File: config.mk
export PLATFORM = sky130hd
export DESIGN_NAME = multicycle_ctrl
export DESIGN_NICKNAME = d
export VERILOG_FILES = /design/src/rtl/multicycle_ctrl.sv
export SDC_FILE = /design/constraint.sdc
export NUM_CORES = 1
export LEC_CHECK = 0
export CAP_MARGIN = 20
export CORE_UTILIZATION = 45
export DETAILED_ROUTE_END_ITERATION = 10
export GPL_TIMING_DRIVEN = 0
export PLACE_DENSITY_LB_ADDON = 0.12
export SLEW_MARGIN = 20
export SYNTH_ARGS = -nofsm -noshare
export SYNTH_HDL_FRONTEND = slang
export SYNTH_SLANG_ARGS = --single-unit
File: constraint.sdc
create_clock -name clk -period 6.6 [get_ports clk]
set_clock_uncertainty 0.1 [all_clocks]
set_input_delay 1.32 -clock clk [delete_from_list [all_inputs] [get_ports clk]]
set_output_delay 1.32 -clock clk [all_outputs]
set_load 0.1 [all_outputs]
File: src/rtl/multicycle_ctrl.sv
// Main sequencer of the multicycle datapath: steps each instruction through
// IDLE/FETCH/DECODE/EXEC/MEM/WB and drives the register WriteEns, the memory
// request handshake and the datapath mux selects.
module multicycle_ctrl #(
  parameter int MEM_TIMEOUT = 16,
  parameter int CNT_W       = 32
) (
  input  logic             clk,
  input  logic             reset,
  input  logic [2:0]       op_class,
  input  logic             alu_zero,
  input  logic             mem_ready,
  output logic             mem_req,
  output logic             mem_we,
  output logic             iord,
  output logic             pc_we,
  output logic [1:0]       pc_src,
  output logic             ir_we,
  output logic             ab_we,
  output logic             aluout_we,
  output logic             mdr_we,
  output logic             rf_we,
  output logic             wb_sel,
  output logic [2:0]       state,
  output logic             halted,
  output logic             error,
  output logic [CNT_W-1:0] retired
);

  typedef enum logic [2:0] {
    IDLE   = 3'd0,
    FETCH  = 3'd1,
    DECODE = 3'd2,
    EXEC   = 3'd3,
    MEM    = 3'd4,
    WB     = 3'd5,
    HALT   = 3'd6,
    ERR    = 3'd7
  } state_t;

  localparam logic [2:0] OP_ALUR   = 3'd0;
  localparam logic [2:0] OP_ALUI   = 3'd1;
  localparam logic [2:0] OP_LOAD   = 3'd2;
  localparam logic [2:0] OP_STORE  = 3'd3;
  localparam logic [2:0] OP_BRANCH = 3'd4;
  localparam logic [2:0] OP_JUMP   = 3'd5;
  localparam logic [2:0] OP_HALT   = 3'd6;
  localparam logic [2:0] OP_ILLEGAL = 3'd7;

  // Wide enough to hold MEM_TIMEOUT itself.
  localparam int WAIT_W = (MEM_TIMEOUT < 2) ? 1 : $clog2(MEM_TIMEOUT + 1);

  state_t             stateReg;
  state_t             stateNext;
  logic [2:0]         opReg;
  logic [WAIT_W-1:0]  waitCnt;
  logic [CNT_W-1:0]   retiredReg;
  logic               timeoutHit;

  // This stalled cycle is the MEM_TIMEOUT-th one; a same-cycle mem_ready still wins.
  assign timeoutHit = (waitCnt == WAIT_W'(MEM_TIMEOUT - 1)) && !mem_ready;

  // Next-state and combinational control outputs; everything defaults to 0.
  always_comb begin
    stateNext = stateReg;
    mem_req   = 1'b0;
    mem_we    = 1'b0;
    iord      = 1'b0;
    pc_we     = 1'b0;
    pc_src    = 2'd0;
    ir_we     = 1'b0;
    ab_we     = 1'b0;
    aluout_we = 1'b0;
    mdr_we    = 1'b0;
    rf_we     = 1'b0;
    wb_sel    = 1'b0;
    case (stateReg)
      IDLE: stateNext = FETCH;
      FETCH: begin
        mem_req = 1'b1;
        if (mem_ready) begin
          ir_we     = 1'b1;
          pc_we     = 1'b1;
          stateNext = DECODE;
        end else if (timeoutHit) begin
          stateNext = ERR;
        end
      end
      DECODE: begin
        ab_we = 1'b1;
        case (op_class)
          OP_HALT:    stateNext = HALT;
          OP_ILLEGAL: stateNext = ERR;
          default:    stateNext = EXEC;
        endcase
      end
      EXEC: begin
        case (opReg)
          OP_ALUR, OP_ALUI: begin
            aluout_we = 1'b1;
            stateNext = WB;
          end
          OP_LOAD, OP_STORE: begin
            aluout_we = 1'b1;
            stateNext = MEM;
          end
          OP_BRANCH: begin
            pc_we     = alu_zero;
            pc_src    = 2'd1;
            stateNext = FETCH;
          end
          OP_JUMP: begin
            pc_we     = 1'b1;
            pc_src    = 2'd2;
            stateNext = FETCH;
          end
          default: stateNext = ERR;
        endcase
      end
      MEM: begin
        mem_req = 1'b1;
        iord    = 1'b1;
        mem_we  = (opReg == OP_STORE);
        if (mem_ready) begin
          if (opReg == OP_LOAD) begin
            mdr_we    = 1'b1;
            stateNext = WB;
          end else begin
            stateNext = FETCH;
          end
        end else if (timeoutHit) begin
          stateNext = ERR;
        end
      end
      WB: begin
        rf_we     = 1'b1;
        wb_sel    = (opReg == OP_LOAD);
        stateNext = FETCH;
      end
      default: stateNext = stateReg;  // HALT and ERR are absorbing
    endcase
  end

  // State register.
  always_ff @(posedge clk or negedge reset) begin
    if (!reset) stateReg <= IDLE;
    else        stateReg <= stateNext;
  end

  // Latch the instruction class in DECODE; later states look only at this copy.
  always_ff @(posedge clk or negedge reset) begin
    if (!reset)                  opReg <= 3'd0;
    else if (stateReg == DECODE) opReg <= op_class;
  end

  // Memory wait counter: cleared on every state change, counts stalled request cycles.
  always_ff @(posedge clk or negedge reset) begin
    if (!reset)                     waitCnt <= '0;
    else if (stateNext != stateReg) waitCnt <= '0;
    else if (mem_req && !mem_ready) waitCnt <= waitCnt + 1'b1;
  end

  // Retired-instruction counter: one count per return to FETCH from a completing state.
  always_ff @(posedge clk or negedge reset) begin
    if (!reset)
      retiredReg <= '0;
    else if (stateNext == FETCH && (stateReg inside {EXEC, MEM, WB}))
      retiredReg <= retiredReg + 1'b1;
  end

  assign state   = stateReg;
  assign halted  = (stateReg == HALT);
  assign error   = (stateReg == ERR);
  assign retired = retiredReg;

endmodule

* Yosys cells after proc, flatten, opt, wreduce, memory -nomap -nowiden
Index checks and enable logic that the tools add are counted.
Word-level totals: word-level logic and storage cells 63, output and inout port bits 49, memory bits (read-only) 0, input bits 7, latch bits 0, flip-flop bits (word level) 43, bits in writable memories 0, memories 0
Operators by class: bitwise logic cells 0, eq/ne operators 17, shift-type cells 0, reductions and logical operators 14, multiply operators 0, order comparisons 0, add/subtract/negate cells 2, div/mod/pow operators 0, muxes and demuxes 26
Operators by type and width (count):
- $add 32x1->32 const B | 1
- $eq 3x3->1 const B | 8
- $pmux 3 s5 | 1
- $mux 1 | 13
- $eq 3x2->1 const B | 4
- $mux 3 | 4
- $mux 5 | 2
- $reduce_or 2->1 | 5
- $eq 3x1->1 const B | 3
- $pmux 3 s3 | 1
- $logic_not 3->1 | 2
- $pmux 3 s2 | 1
- $add 5x1->5 const B | 1
- $eq 5x4->1 const B | 1
- $pmux 1 s2 | 2
- $pmux 2 s2 | 1
- $reduce_or 4->1 | 1
- $logic_and 1x1->1 | 3
- $ne 3x3->1 | 1
- $reduce_bool 3->1 | 1
- $mux 2 | 1
- $reduce_bool 2->1 | 1
- $logic_not 1->1 | 1

* Depth between registers and ports, before layout
Gate-level depths: netlist of the first run.
word-level depth 7, gate-level depth with buffers 10, depth with buffers taken out 8

* Worst setup path after synthesis of the first run
No wires, ideal clock.
path kind register to output, from register stateReg[2], in the netlist state[2], to output mem_we, cell stages (with the launch flop) 3, required time 5.180 ns, data arrival time 4.460 ns, setup slack 0.720 ns, cells stage by stage dfrtp_1 -> nor3b_1 -> and3_1
On the way: cells in the longest elaborated chain, start to end 2
Ends and longest elaborated chain:
- start, declared | RTL line 53 | state_t stateReg;
- start signal, assigned | RTL line 147 | else stateReg <= stateNext;
- $eq 3x3->1 | RTL line 77 | case (stateReg)
- $mux 1 | RTL line 77
- end, declared | RTL line 14 | output logic mem_we,
No other way between the ends.

* Final worst setup path of the first run
from input mem_ready, to output mdr_we
On the way: cells in the longest elaborated chain, start to end 2
Ends and longest elaborated chain:
- start, declared | RTL line 12 | input logic mem_ready,
- $mux 1 | RTL line 124 | if (mem_ready) begin
- $mux 1 | RTL line 77
- end, declared | RTL line 21 | output logic mdr_we,
No other way between the ends.

==> results of run 1 <==
-- area by class of cell --
class,count,area share (%)
Buffer,8,1.89
Clock buffer,6,2.29
Clock inverter,2,1.89
Inverter,9,1.07
Multi-Input combinational cell,175,38.3
Sequential cell,43,34.0
Tap cell,70,2.76
Timing Repair Buffer,56,17.8
-- cell families after synthesis --
kind of cell,count (synthesis),share of synthesized area (%)
AND/OR/NAND/NOR,116,30.3
flip-flops,43,45.1
XOR/XNOR,34,12.5
AO/OA/AOI/OAI,20,5.56
buffers and inverters,17,3.94
adder cells (fa/ha/maj),3,1.57
multiplexers,2,0.945
-- where the power goes --
group	switching, W	internal, W	total [W]
Combinational	0.000552	0.000192	0.000745
Clock	0.0000879	0.000151	0.000239
Sequential	0.0000437	0.000301	0.000344
-- through the flow --
step	setup slack, ns	cell area (sq um)	util, %	instances	power, W
after detailed placement	1.79	3040	59.5	361	0.00110
after floorplan	0.720	2380	-	235	0.000926
after global placement	1.77	3020	59.2	360	0.00109
final	1.78	3170	62.1	369	0.00133
after global routing	1.72	3170	62.1	369	0.00140
after CTS	1.78	3170	62.1	369	0.00134
-- placed cells by master, fill, tap and decap left out, types with 7 or more instances in the layout --
cell type / netlist / layout
clkdlybuf4s50_1: 0 / 54
dfrtp_1: 43 / 43
inv_1: 9 / 9
nand2_1: 23 / 23
nand3_1: 12 / 12
nand4_1: 8 / 8
nor2_1: 19 / 19
nor3_2: 7 / 7
nor4_2: 7 / 7
xnor2_1: 15 / 15
xor2_1: 19 / 19
-- sequential cells by signal, indices dropped and copies added, names as in the netlist --
signal   flops
opReg        3
retired     32
waitCnt      5
state        3
-- layer usage --
layer | up-vias | track usage (%) | wire length, um
li1 | 946 | - | -
met1 | 922 | 24.9 | 2310
met2 | 54 | 33.1 | 2400
met3 | 14 | 4.69 | 255
met4 | 0 | 7.76 | 93
met5 | - | 0 | 0
-- worst reg2reg max path, cell delays in order, from the launching register on --
cell	delay [ns]
dfrtp_1	0.41
ha_1	0.21
and3_1	0.18
ha_1	0.23
nand3b_1	0.10
a21boi_1	0.14
or4_1	0.56
buf_6	0.17
buf_8	0.15
nor4_4	0.22
xnor2_1	0.14
-- worst paths after layout --
check | start | endpoint | slack [ns] | depth (start not counted)
setup / recovery | mem_ready | mdr_we | 1.78 | 4
hold / removal | retired[11] | retired[11] | 0.39 | 1
setup reg to reg | waitCnt[0] | retired[17] | 3.92 | 10
hold reg to reg | retired[11] | retired[11] | 0.39 | 1
max in group asynchronous | reset | retired[18] | 5.08 | 2
min in group asynchronous | reset | retired[30] | 0.83 | 1
==> impl_metrics.py, run 1 <==
metrics = {
    "worst_setup_path": {
        "crit_buf_inv": 3,
        "crit_path_top_delay_cell": "clkdlybuf4s50_1",
        "cpMostUsedCell": "clkdlybuf4s50_1",
        "critPathKind": "in -> out",
        "cp_data_arrival_time_ns": 3.40,
        "cp_cell_sequence": "clkdlybuf4s50_1 -> and4_4 -> buf_6 -> clkdlybuf4s50_1",
        "critical_path.top_delay_family": "buffers and inverters",
        "worst-path-max-fanout": 8,
        "critical-path-max-stage-delay_ns": 1.13,
        "timing.critical_path.to_type": "primary output",
        "critPathLaunchType": "input pin",
        "timing.critical_path.required_ns": 5.18,
    },
    "route": {
        "detailed_route_via_count": 1936,
        "finalWirelength_mm": 5.06,
        "route.antenna.remaining_nets": 0,
        "drt-initial-drc-count": 76,
        "dr.pass1.iters": 4,
        "detail_route.drc_violations": 0,
        "vias_per_cell": 5.25,
        "average_wire_per_cell_in_the_routed_design_um": 13.7,
    },
    "clock_tree": {
        "h_tree_lvl_count": 2,
        "cts.repair_timing.setup_buffer_count": 0,
        "cts_sinks": 43,
        "clock-root-buffer": "clkbuf_8",
        "worst_skew_pair.late_latency_ns": 0.29,
        "ctsResizeCount": 0,
        "max-clock-path-buffers": 2,
        "cts.clk_slew.worst_paths_ns": 0.07,
        "cts_tree": "built",
        "cts_hold_buffers": 0,
        "cts-buffers-inserted": 5,
    },
    "yosys": {
        "synth_top_area_share_pct": 45.1,
        "synth_area_leaders": "dfrtp_1 45%, xor2_1 7.0%, xnor2_1 5.5%",
        "syn_nets": 245,
        "synth_area_leader_cell": "dfrtp_1",
        "syn-instance-count": 235,
        "netlist-cell-type-count": 48,
        "sequential_to_total_area_share_from_yosys_stat_pct": 45.1,
        "async_reset_ff_share_pct": 100,
        "synth-edff-count": 0,
        "synth_area_per_cell_sq_um": 10.1,
        "synth-main-ff-cell": "dfrtp_1",
        "yosysWarnings": 0,
        "synth.most_common_cell": "dfrtp_1",
        "yosys_register_bits": 43,
        "syn_area_sq_um": 2380,
        "post_synth_most_frequent_cells": "43 x dfrtp_1, 23 x nand2_1, 19 x nor2_1, 19 x xor2_1, 15 x xnor2_1",
    },
    "floorplanning": {
        "io-pin-count": 56,
        "die_area_sq_um": 5590,
        "die_width_um": 74.8,
        "initial_utilization_pct": 46.7,
        "core_area_sq_um": 5110,
        "site_rows": 26,
        "die_h_um": 74.8,
    },
    "global_routing": {
        "grt_antenna_before_repair": 0,
        "number_of_global_route_vias_before_repair": 1798,
        "grt_use_total_pct": 19.8,
        "grt_first_pass_wirelength_mm": 8.38,
        "grt_remaining_overflow": 0,
        "grt_max_degree": 30,
    },
    "layout": {
        "fin_nets": 308,
        "multi_input_area_sq_um": 1210,
        "diodes": 0,
        "drive_above_1_share_pct": 13.0,
        "sequential_cell_area_sq_um": 1080,
        "num-fill-cells": 465,
        "syn2layout_area_growth_pct": 33.0,
    },
    "sta": {
        "timing_max_transition_violations_final": 0,
        "worstMarginPinSlew_ns": 0.976,
        "shortest_period_the_worst_path_allows_ns": 4.82,
        "final_min_period_over_clock_period_pct": 73.1,
        "rsz0062_at_grt": "false",
        "tns_ns": 0,
        "hold_viol_final": 0,
        "worst_rel_slew_slack_pct": 34.7,
        "finalSetupViolCount": 0,
        "max_freq_mhz": 207,
        "whs_ns": 0.387,
    },
    "hold_path": {
        "min_path_type": "reg -> reg",
    },
    "place": {
        "post-dp-hpwl_mm": 3.76,
        "gp_congestion": 0.859,
        "io_buffers": 55,
    },
    "pwr": {
        "worst_ir_drop_vdd_mv": 0.363,
        "cellLeakagePower_nw": 1.34,
        "powerDensity_nw_per_um2": 419,
    },
    "job": {
        "maxCapViolations": 0,
    },
    "outcome": {
        "status": "finished, final reports clean",
    },
}
No activity file was read; power rests on OpenSTA's default activity.
==> inputs of run 2 (changes only) <==
- clock period: 6.6 -> 4.25 ns (I/O delays scaled with it)
==> run 2 against run 1 <==
Net effect:
- sequential share of layout area up 0.43 points
- routed wire length up 3.0%
- via count up 1.1%
- largest cell class unchanged
- register-to-register slack worse by 2.4 ns
- critical path depth unchanged
- sequential cell count unchanged
- clock power up 5%
- count of clock-buffer cells in the layout up 1
==> impl_metrics.py, run 2 (same netlist as run 1, synthesis figures left out) <==
metrics = {
    "outcome": {
        "status": "finished, final reports clean",
    },
    "layout": {
        "largest_reg_flops": 32,
        "num-fill-cells": 472,
        "layout_common_cells": "54 x clkdlybuf4s50_1, 43 x dfrtp_1, 23 x nand2_1",
        "syn2layout_area_growth_pct": 31.3,
        "diodes": 0,
        "drive_above_1_share_pct": 13.0,
        "layout.cells.most_common": "clkdlybuf4s50_1",
        "multi_input_area_sq_um": 1220,
        "fin_nets": 308,
        "fin_cells": 369,
        "sequential_cell_area_sq_um": 1080,
    },
    "pwr": {
        "p_comb_share_pct": 59.5,
        "netSwitchingFraction_pct": 54.8,
        "powerDensity_nw_per_um2": 625,
        "worst_ir_drop_vdd_mv": 0.537,
        "internal-power_w": 0.000885,
        "power.clock.fraction_pct": 12.8,
        "p_total_w": 0.00196,
        "cellLeakagePower_nw": 1.32,
        "p_seq_share_pct": 27.7,
        "power.switching_w": 0.00107,
    },
    "floorplanning": {
        "die_h_um": 74.8,
        "core_area_sq_um": 5110,
        "io-pin-count": 56,
        "initial_utilization_pct": 46.7,
        "die_width_um": 74.8,
        "site_rows": 26,
        "die_area_sq_um": 5590,
    },
    "global_routing": {
        "grtUsageMet2_pct": 33.6,
        "grt_antenna_before_repair": 0,
        "grt.met1_usage_pct": 24.9,
        "grt_remaining_overflow": 0,
        "busiest_layer": "met2",
        "gr-usage-met3_pct": 4.42,
        "grt_use_total_pct": 19.7,
        "number_of_global_route_vias_before_repair": 1851,
        "grt_max_degree": 28,
        "grt_first_pass_wirelength_mm": 8.40,
    },
    "place": {
        "post-dp-hpwl_mm": 3.89,
        "io_buffers": 55,
        "gp_congestion": 0.887,
        "place_inst": 361,
    },
    "route": {
        "dr.pass1.iters": 4,
        "detailed_route_via_count": 1958,
        "average_wire_per_cell_in_the_routed_design_um": 14.1,
        "route.antenna.remaining_nets": 0,
        "finalWirelength_mm": 5.21,
        "vias_per_cell": 5.31,
        "detail_route.drc_violations": 0,
        "drt-initial-drc-count": 82,
    },
    "worst_setup_path": {
        "critPathKind": "in -> out",
        "reg2reg_to": "retired[11]",
        "cp_data_arrival_time_ns": 2.98,
        "timing.critical_path.to_type": "primary output",
        "critical_path.reg2reg.startpoint": "waitCnt[0]",
        "critPathLaunchType": "input pin",
        "reg2regPathDepth": 10,
        "cp-startpoint": "mem_ready",
        "worst-path-max-fanout": 8,
        "worstSetupEndpoint": "mdr_we",
        "timing.critical_path.required_ns": 3.30,
        "rrSetupSlack_ns": 1.56,
    },
    "sta": {
        "rsz0062_at_grt": "false",
        "finalSetupViolCount": 0,
        "worstMarginPinSlew_ns": 0.973,
        "timing_max_transition_violations_final": 0,
        "final_min_period_over_clock_period_pct": 92.4,
        "worst_rel_slew_slack_pct": 35.0,
        "tns_ns": 0,
        "shortest_period_the_worst_path_allows_ns": 3.93,
        "hold_viol_final": 0,
        "max_freq_mhz": 255,
        "whs_ns": 0.370,
    },
    "clock_tree": {
        "worst_skew_pair.late_latency_ns": 0.29,
        "cts_hold_buffers": 0,
        "ctsResizeCount": 0,
        "cts.clk_slew.worst_paths_ns": 0.08,
        "clock-root-buffer": "clkbuf_8",
        "cts_sinks": 43,
        "max-clock-path-buffers": 2,
        "cts_tree": "built",
        "cts-buffers-inserted": 5,
        "cts.repair_timing.setup_buffer_count": 0,
        "h_tree_lvl_count": 2,
    },
    "hold_path": {
        "cells_on_worst_hold_path": 1,
        "hold_start": "retired[31]",
        "min_path_type": "reg -> reg",
    },
    "job": {
        "maxCapViolations": 0,
    },
}
[run 2: changes by cell type in the layout (fill, tap and decap cells not counted), sizes merged]
cell / delta
clkbuf: +1
clkinv: +1
bufinv: -2
[run 2: area by class of cell]
type | instances | share of cell area (%)
Inverter | 9 | 1.08
Tap cell | 70 | 2.80
Sequential cell | 43 | 34.4
Buffer | 8 | 1.92
Timing Repair Buffer | 56 | 18.1
Clock buffer | 7 | 2.44
Clock inverter | 1 | 0.160
Multi-Input combinational cell | 175 | 39.1
[run 2: worst max-delay path, cell delays in order]
cell,delay (ns)
clkdlybuf4s50_1,0.61
and4_4,0.27
buf_6,0.11
clkdlybuf4s50_1,1.13
[run 2: per-layer routing]
metal	vias to the layer above	part of all wire [%]
met4	0	1.4
met5	-	0
met1	956	45
met3	8	3.4
met2	44	50
li1	950	-
[run 2: per-stage QoR]
stage                     setup WS [ns]  instance area, sq um  util [%]
after floorplan                   0.201                  2390         -
after global placement            0.363                  3030      59.4
after detailed placement          0.348                  3050      59.7
after CTS                         0.341                  3130      61.3
after global routing              0.280                  3130      61.3
final                             0.324                  3130      61.3
[run 2: worst min path at each step]
stage | to | slack [ns]
4_1_cts | retired[31] | 0.38
2_1_floorplan | waitCnt[3] | 0.41
3_3_place_gp | retired[31] | 0.35
5_1_grt | retired[31] | 0.39
6_report | retired[31] | 0.37
3_5_place_dp | retired[31] | 0.37
[run 2: power groups by stage]
stage / Clock, W / Combinational (W) / Sequential, W
after global placement: 0 / 0.00116 / 0.000549
final: 0.000250 / 0.00116 / 0.000542
after floorplan: 0 / 0.000649 / 0.000798
after CTS: 0.000259 / 0.00117 / 0.000542
after global routing: 0.000272 / 0.00123 / 0.000551
after detailed placement: 0 / 0.00116 / 0.000550
==> inputs of run 3 (changes only) <==
- CORE_MARGIN: not set -> 2
- PLACE_DENSITY: not set -> 0.79
- PLACE_DENSITY_LB_ADDON: 0.12 -> not set
==> run 3 against run 2 <==
Net effect:
- final cell count is the same
- largest cell class unchanged
- count of clock-buffer cells in the layout is 1 lower
- maximum frequency fell by 0.95%
- register-to-register slack about the same
- sequential cell count stayed put
- global-route usage decreased by 0.81 points
- first-iteration DRC count up 37%
- die area rose by 5.4%
==> impl_metrics.py, run 3 (same netlist as run 1, synthesis figures left out) <==
metrics = {
    "route": {
        "route.antenna.remaining_nets": 0,
        "vias_per_cell": 5.37,
        "detailed_route_via_count": 1983,
        "finalWirelength_mm": 5.42,
        "average_wire_per_cell_in_the_routed_design_um": 14.7,
        "detail_route.drc_violations": 0,
        "dr.pass1.iters": 4,
        "drt-initial-drc-count": 112,
    },
    "worst_setup_path": {
        "worstSetupEndpoint": "mdr_we",
        "cp-startpoint": "mem_ready",
        "critPathLaunchType": "input pin",
        "cp_data_arrival_time_ns": 3.01,
        "timing.critical_path.to_type": "primary output",
        "critical_path.reg2reg.startpoint": "waitCnt[0]",
        "critPathKind": "in -> out",
        "reg2reg_to": "retired[11]",
        "timing.critical_path.required_ns": 3.30,
        "worst-path-max-fanout": 8,
        "rrSetupSlack_ns": 1.55,
        "reg2regPathDepth": 10,
    },
    "outcome": {
        "status": "finished, final reports clean",
    },
    "job": {
        "maxCapViolations": 0,
    },
    "global_routing": {
        "grt_first_pass_wirelength_mm": 9.01,
        "number_of_global_route_vias_before_repair": 1868,
        "grt_remaining_overflow": 0,
        "grt_antenna_before_repair": 0,
        "grt_use_total_pct": 18.9,
        "grt_max_degree": 31,
    },
    "pwr": {
        "worst_ir_drop_vdd_mv": 0.915,
        "powerDensity_nw_per_um2": 626,
        "cellLeakagePower_nw": 1.32,
    },
    "floorplanning": {
        "die_area_sq_um": 5900,
        "die_width_um": 76.8,
        "core_area_sq_um": 5110,
        "io-pin-count": 56,
        "site_rows": 26,
        "die_h_um": 76.8,
        "initial_utilization_pct": 46.7,
    },
    "layout": {
        "largest_reg_flops": 32,
        "fin_util_pct": 61.3,
        "fin_cells": 369,
        "layout_common_cells": "54 x clkdlybuf4s50_1, 43 x dfrtp_1, 23 x nand2_1",
        "fin_nets": 308,
        "syn2layout_area_growth_pct": 31.4,
        "drive_above_1_share_pct": 13.4,
        "layout.cells.most_common": "clkdlybuf4s50_1",
        "diodes": 0,
    },
    "place": {
        "io_buffers": 55,
        "place_inst": 361,
        "gp_congestion": 0.847,
        "placement.setup.worst_slack_ns": 0.295,
        "post-dp-hpwl_mm": 4.06,
    },
    "clock_tree": {
        "worst_skew_pair.late_latency_ns": 0.29,
        "cts-buffers-inserted": 5,
        "cts.clk_slew.worst_paths_ns": 0.08,
        "cts_sinks": 43,
        "clock-root-buffer": "clkbuf_8",
        "max-clock-path-buffers": 2,
        "cts_hold_buffers": 0,
        "h_tree_lvl_count": 2,
        "ctsResizeCount": 0,
        "cts_tree": "built",
        "cts.repair_timing.setup_buffer_count": 0,
    },
    "sta": {
        "worstMarginPinSlew_ns": 1.00,
        "fin_ws_ns": 0.286,
        "max_freq_mhz": 252,
        "tns_ns": 0,
        "final_min_period_over_clock_period_pct": 93.3,
        "hold_viol_final": 0,
        "rsz0062_at_grt": "false",
        "shortest_period_the_worst_path_allows_ns": 3.96,
        "worst_rel_slew_slack_pct": 33.0,
        "timing_max_transition_violations_final": 0,
        "finalSetupViolCount": 0,
    },
    "hold_path": {
        "min_path_type": "in -> async",
    },
}
-- run 3: cell count changes in the layout (fill, tap and decap cells not counted), sizes merged --
cell / before / now
clkbuf: 9 / 8
clkinvlp: 0 / 1
-- run 3: final cells by class --
type	count	area, sq um
clock buffer	6	72.6
multi-input combinational	175	1220
fill	444	1970
buffer	8	60.1
clock inverter	2	12.5
inverter	9	33.8
sequential	43	1080
timing repair buffer	56	566
tap	70	87.6
-- run 3: power breakdown --
part           leakage [nW]  switching (W)  internal [W]
clock                0.0412       0.000136      0.000115
sequential            0.553      0.0000830      0.000467
combinational         0.726       0.000858      0.000302
-- run 3: metrics by stage --
stage / cell area, sq um / total power [W] / hold slack, ns
after global routing: 3130 / 0.00206 / 0.345
after CTS: 3130 / 0.00197 / 0.346
after global placement: 3030 / 0.00170 / 0.356
after detailed placement: 3050 / 0.00171 / 0.368
final: 3130 / 0.00196 / 0.337
after floorplan: 2390 / 0.00145 / 0.412
-- run 3: how the worst min path moves through the flow --
| stage | from | to | slack, ns | cells after the start |
|---|---|---|---|---|
| after floorplan | waitCnt[3] | waitCnt[3] | 0.41 | 2 |
| after global placement | retired[31] | retired[31] | 0.36 | 1 |
| after detailed placement | retired[31] | retired[31] | 0.37 | 1 |
| after CTS | reset | retired[27] | 0.35 | 1 |
| after global routing | reset | retired[27] | 0.35 | 1 |
| final | reset | retired[27] | 0.34 | 1 |
-- run 3: critical path: stages --
cell and delay, ns:
clkdlybuf4s50_1 0.64, and4_4 0.27, buf_6 0.11, clkdlybuf4s50_1 1.13
-- run 3: per-layer routing --
metal	up-vias	GRT usage, %	part of all wire, %
li1	947	-	-
met1	978	25.0	43
met2	54	31.6	52
met3	4	4.24	4.3
met4	0	4.73	0.61
met5	-	0	0
==> RTL change 1, RTL diff (config.mk and constraints of run 1) <==
The parameter `CNT_W` goes from 32 to 48.
--- a/src/rtl/multicycle_ctrl.sv
+++ b/src/rtl/multicycle_ctrl.sv
@@ -5,3 +5,3 @@
   parameter int MEM_TIMEOUT = 16,
-  parameter int CNT_W       = 32
+  parameter int CNT_W       = 48
 ) (
Ports: changed (resized retired); port bits go from 56 to 72. No check against the original RTL was run, so the function may have changed too.
==> RTL change 1 against run 1 <==
- area after synthesis grew 28%
- sequential cell count increased by 16
- design area up 29%
- combinational power increased by 4.0%
- power increased by 20%
- critical path depth increased by 1
- wire length up 31%
- worst setup slack better by 150 ps
- the flow now finishes with violations (design-rule violations)
- utilization increased by 1.5 points
- sequential power is 32% higher
- register-to-register slack worse by 410 ps
==> RTL change 1: results (changes against run 1) <==
status finished, violations left (was finished clean); failing checks design-rule violations; VDD IR max 0.240 mV (was 0.363 mV); Longest Clk Path Bufs 2 (unchanged); diode count 0 (unchanged); most area-consuming cells after synthesis dfrtp_1 49%, xor2_1 7.8%, xnor2_1 6.6% (was dfrtp_1 45%, xor2_1 7.0%, xnor2_1 5.5%); dpl cells 451 (was 361); synth warn 0 (unchanged); Iteration-0 DRC Markers 157 (was 76); dpl hpwl 4690 µm (was 3760 µm); worst r2r src waitCnt[0] (unchanged); IO Port Bufs 70 (was 55); crit path max fanout 9 (was 8); drt first pass iters 8 (was 4); Clk Latency, worst-skew pair 330 ps (was 290 ps); vias in the first global route 2329 (was 1798); Hold WC Path Type register to register (unchanged); Wirelength per Cell 14.2 µm (was 13.7 µm); Worst Setup SP mem_ready (unchanged); Hold Crit Start retired[47] (was retired[11]); Placer Congestion 0.863 (was 0.859); first-pass GRT wire length 11000 µm (was 8380 µm); CTS Root Cell clkbuf_8 (unchanged); DRC Markers 8 (was 0); Worst Path Arrival 3260 ps (was 3400 ps); Seq/Total Area, Yosys 48.5% (was 45.1%); post-route insts no fill 467 (was 369); Clk pin slew, worst setup/hold paths 70 ps (about the same); Gate Count Post-Synth 303 (was 235); htree depth 3 (was 2); Vias 2435 (was 1936); CTS Buf Count 9 (was 5); nets@finish 395 (was 308); leak pwr 1.83 nW (was 1.34 nW); Mapped Nets 313 (was 245); post-layout worst setup margin 1920 ps (was 1780 ps); GRT Overall Usage 19.9% (was 19.8%); relative slew slack 33.5% (was 34.7%); predominant post-synthesis flop cell dfrtp_1 (unchanged); pre-CTS setup slack 1900 ps (was 1790 ps); post_cts resized 0 (unchanged); largest net degree at the start of global routing 57 (was 30); Finish-stage setup viols 0 (unchanged); number of flip-flops in the largest register 48 (was 32); Synth top cells by count 59 x dfrtp_1, 30 x nor2_1, 27 x xor2_1 (was 43 x dfrtp_1, 23 x nand2_1, 19 x nor2_1, 19 x xor2_1, 15 x xnor2_1); # Post-CTS Setup Buffers 0 (unchanged); count of cell types in the netlist 47 (was 48); share of cells above drive strength 1 9.74% (was 13.0%)
## RTL change 1: cell types whose count changed after synthesis, moves of 8 or more
cell | before | now
dfrtp_1 | 43 | 59
nor3_1 | 6 | 18
nor2_1 | 19 | 30
xnor2_1 | 15 | 23
xor2_1 | 19 | 27
## RTL change 1: final cells by class
cell class,count,area [µm²]
fillers,547,2340
flip-flops and latches,59,1480
multi-input cells,220,1460
repair buffers,71,726
clock buffers,12,145
well taps,77,96.3
clock inverters,4,73.8
inverters,15,56.3
plain buffers,9,47.5
## RTL change 1: per-stage QoR
step / cell area (µm²) / utilization (%)
floorplan: 3040 / -
global placement: 3840 / 59.8
detailed placement: 3860 / 60.2
CTS: 4080 / 63.6
global route: 4080 / 63.6
finish: 4080 / 63.6
## RTL change 1: kinds of logic (layout without fill, tap and decap cells)
kind of cell	after synthesis	after routing	synth area share (%)
flip-flops	59	59	48.5
XOR/XNOR	50	50	14.4
AO/OA/AOI/OAI	19	19	4.32
adder cells (fa/ha/maj)	3	3	1.23
buffers and inverters	24	111	3.41
AND/OR/NAND/NOR	143	143	26.3
multiplexers	5	5	1.81
## RTL change 1: final timing paths
kind / end / slack, ps / cells after the start
hold / removal: retired[47] / 380 / 1
min in group asynchronous: state[0] / 690 / 1
hold reg to reg: retired[47] / 380 / 1
setup / recovery: pc_we / 1920 / 5
max in group asynchronous: retired[21] / 5250 / 2
setup reg to reg: retired[26] / 3510 / 10
## RTL change 1: critical path: stages
cell             delay (ps)
clkbuf_1                280
inv_1                   140
nor3_1                  230
o21bai_1                140
clkdlybuf4s50_1        1150
## RTL change 1: where the power goes
part	internal [mW]	switching, mW	total (mW)
clock network	0.223	0.140	0.364
registers	0.404	0.0498	0.453
logic	0.207	0.569	0.775
## RTL change 1: metal layers
| metal | global-route usage (%) | vias up | routed length (µm) |
|---|---|---|---|
| met4 | 5.17 | 0 | 72 |
| met3 | 7.08 | 8 | 416 |
| met2 | 31.4 | 68 | 2990 |
| li1 | - | 1199 | - |
| met5 | 0 | - | 0 |
| met1 | 26.3 | 1160 | 3150 |
==> RTL change 2, RTL diff (config.mk and constraints of run 1) <==
Made on the original files. Make the reset (`reset`) synchronous in 4 clocked blocks.
--- a/src/rtl/multicycle_ctrl.sv
+++ b/src/rtl/multicycle_ctrl.sv
@@ -144,3 +144,3 @@
   // State register.
-  always_ff @(posedge clk or negedge reset) begin
+  always_ff @(posedge clk) begin
     if (!reset) stateReg <= IDLE;
@@ -150,3 +150,3 @@
   // Latch the instruction class in DECODE; later states look only at this copy.
-  always_ff @(posedge clk or negedge reset) begin
+  always_ff @(posedge clk) begin
     if (!reset)                  opReg <= 3'd0;
@@ -156,3 +156,3 @@
   // Memory wait counter: cleared on every state change, counts stalled request cycles.
-  always_ff @(posedge clk or negedge reset) begin
+  always_ff @(posedge clk) begin
     if (!reset)                     waitCnt <= '0;
@@ -163,3 +163,3 @@
   // Retired-instruction counter: one count per return to FETCH from a completing state.
-  always_ff @(posedge clk or negedge reset) begin
+  always_ff @(posedge clk) begin
     if (!reset)
Check against the original RTL: differs if reset is asserted again (counterexample within 4 cycles, from zero or initial values and one cycle with reset low); with reset held inactive, the same outputs for 10 cycles.
==> RTL change 2 against run 1 <==
- register-to-register slack gained 320 ps
- first-iteration DRC count rose to 3.2 times the old value
- wire length increased by 46%
- critical endpoint is now pc_we
- design area grew 11%
- global-route usage up 3.5 points
- final cell count up 25%
- utilization decreased by 2.7 points
- area after synthesis is 17% higher
- die area increased by 17%
- worst setup slack worse by 360 ps
- sequential cell count unchanged
Power is not compared: it rests on default switching activity, and its combinational part moved more than twofold at a synthesized area within 25%.
==> RTL change 2: results (changes against run 1) <==
status finished clean (unchanged); drt first pass iters 4 (unchanged); GRT Overall Usage 23.4% (was 19.8%); # Post-CTS Setup Buffers 0 (unchanged); largest net degree at the start of global routing 13 (was 30); Vias 2688 (was 1936); share of cells above drive strength 1 9.07% (was 13.0%); most area-consuming cells after synthesis dfxtp_1 31%, mux2i_1 11%, nand2_1 6.8% (was dfrtp_1 45%, xor2_1 7.0%, xnor2_1 5.5%); dpl hpwl 5210 µm (was 3760 µm); initial antenna violation count 0 (unchanged); crit path max fanout 10 (was 8); count of cell types in the netlist 47 (was 48); relative slew slack 34.6% (was 34.7%); Clk Latency, worst-skew pair 310 ps (was 290 ps); Iteration-0 DRC Markers 240 (was 76); vias in the first global route 2326 (was 1798); Seq/Total Area, Yosys 30.7% (was 45.1%); CTS Root Cell clkbuf_8 (unchanged); nets@finish 396 (was 308); Mapped Nets 334 (was 245); FFs w/ async S/R, synth 0% (was 100%); first-pass GRT wire length 11800 µm (was 8380 µm); Synth top cells by count 51 x nand2_1, 43 x dfxtp_1, 32 x mux2i_1 (was 43 x dfrtp_1, 23 x nand2_1, 19 x nor2_1, 19 x xor2_1, 15 x xnor2_1); Placer Congestion 0.841 (was 0.859); final wirelength 7380 µm (was 5060 µm); Clk pin slew, worst setup/hold paths 90 ps (was 70 ps); predominant post-synthesis flop cell dfxtp_1 (was dfrtp_1); critical-path cell with the highest stage delay clkdlybuf4s50_1 (unchanged); Longest Clk Path Bufs 2 (unchanged); delay-heaviest family, CP buffers and inverters (unchanged)
RTL change 2: metal layers:
| metal | wire (µm) | up-vias | GRT usage, % |
|---|---|---|---|
| met5 | 0 | - | 0 |
| met4 | 38 | 0 | 4.29 |
| met3 | 369 | 5 | 3.71 |
| met2 | 3280 | 83 | 34.5 |
| met1 | 3690 | 1293 | 35.5 |
| li1 | - | 1307 | - |
RTL change 2: logic make-up after synthesis:
group | count (synthesis) | synth area share, %
AO/OA/AOI/OAI | 60 | 19.2
XOR/XNOR | 4 | 1.25
adder cells (fa/ha/maj) | 3 | 1.34
buffers and inverters | 30 | 5.59
flip-flops | 43 | 30.7
multiplexers | 33 | 11.8
AND/OR/NAND/NOR | 151 | 30.0
RTL change 2: layout make-up:
class,instances,area (µm²)
clock inverters,1,5.00
fillers,564,2420
multi-input cells,251,1780
clock buffers,6,82.6
plain buffers,23,130
repair buffers,55,551
well taps,75,93.8
inverters,7,26.3
flip-flops and latches,43,861
RTL change 2: per-stage QoR:
step	util (%)	worst slack, ps	instances	total power, mW	cell area, µm²
CTS	59.3	1410	461	0.566	3530
global route	59.3	1290	461	0.584	3530
floorplan	-	648	324	0.360	2800
finish	59.3	1420	461	0.562	3530
global placement	57.8	1420	454	0.388	3440
detailed placement	57.8	1420	454	0.389	3440
RTL change 2: worst paths after layout:
check | start | end | slack [ps] | cells after the start
min reg2reg | retired[24] | retired[24] | 390 | 2
max | mem_ready | pc_we | 1420 | 6
min | retired[24] | retired[24] | 390 | 2
max reg2reg | waitCnt[0] | waitCnt[3] | 4240 | 7
RTL change 2: tightest hold or removal path: stages (launching register included):
cell	delay [ps]
dfxtp_1	330
nand2_1	60
mux2i_1	50
RTL change 2: power by group through the flow:
stage	Combinational, mW	Clock, mW	Sequential [mW]
2_1_floorplan	0.0741	0	0.286
3_3_place_gp	0.116	0	0.272
6_report	0.118	0.179	0.266
5_1_grt	0.124	0.193	0.266
4_1_cts	0.117	0.183	0.266
3_5_place_dp	0.117	0	0.272
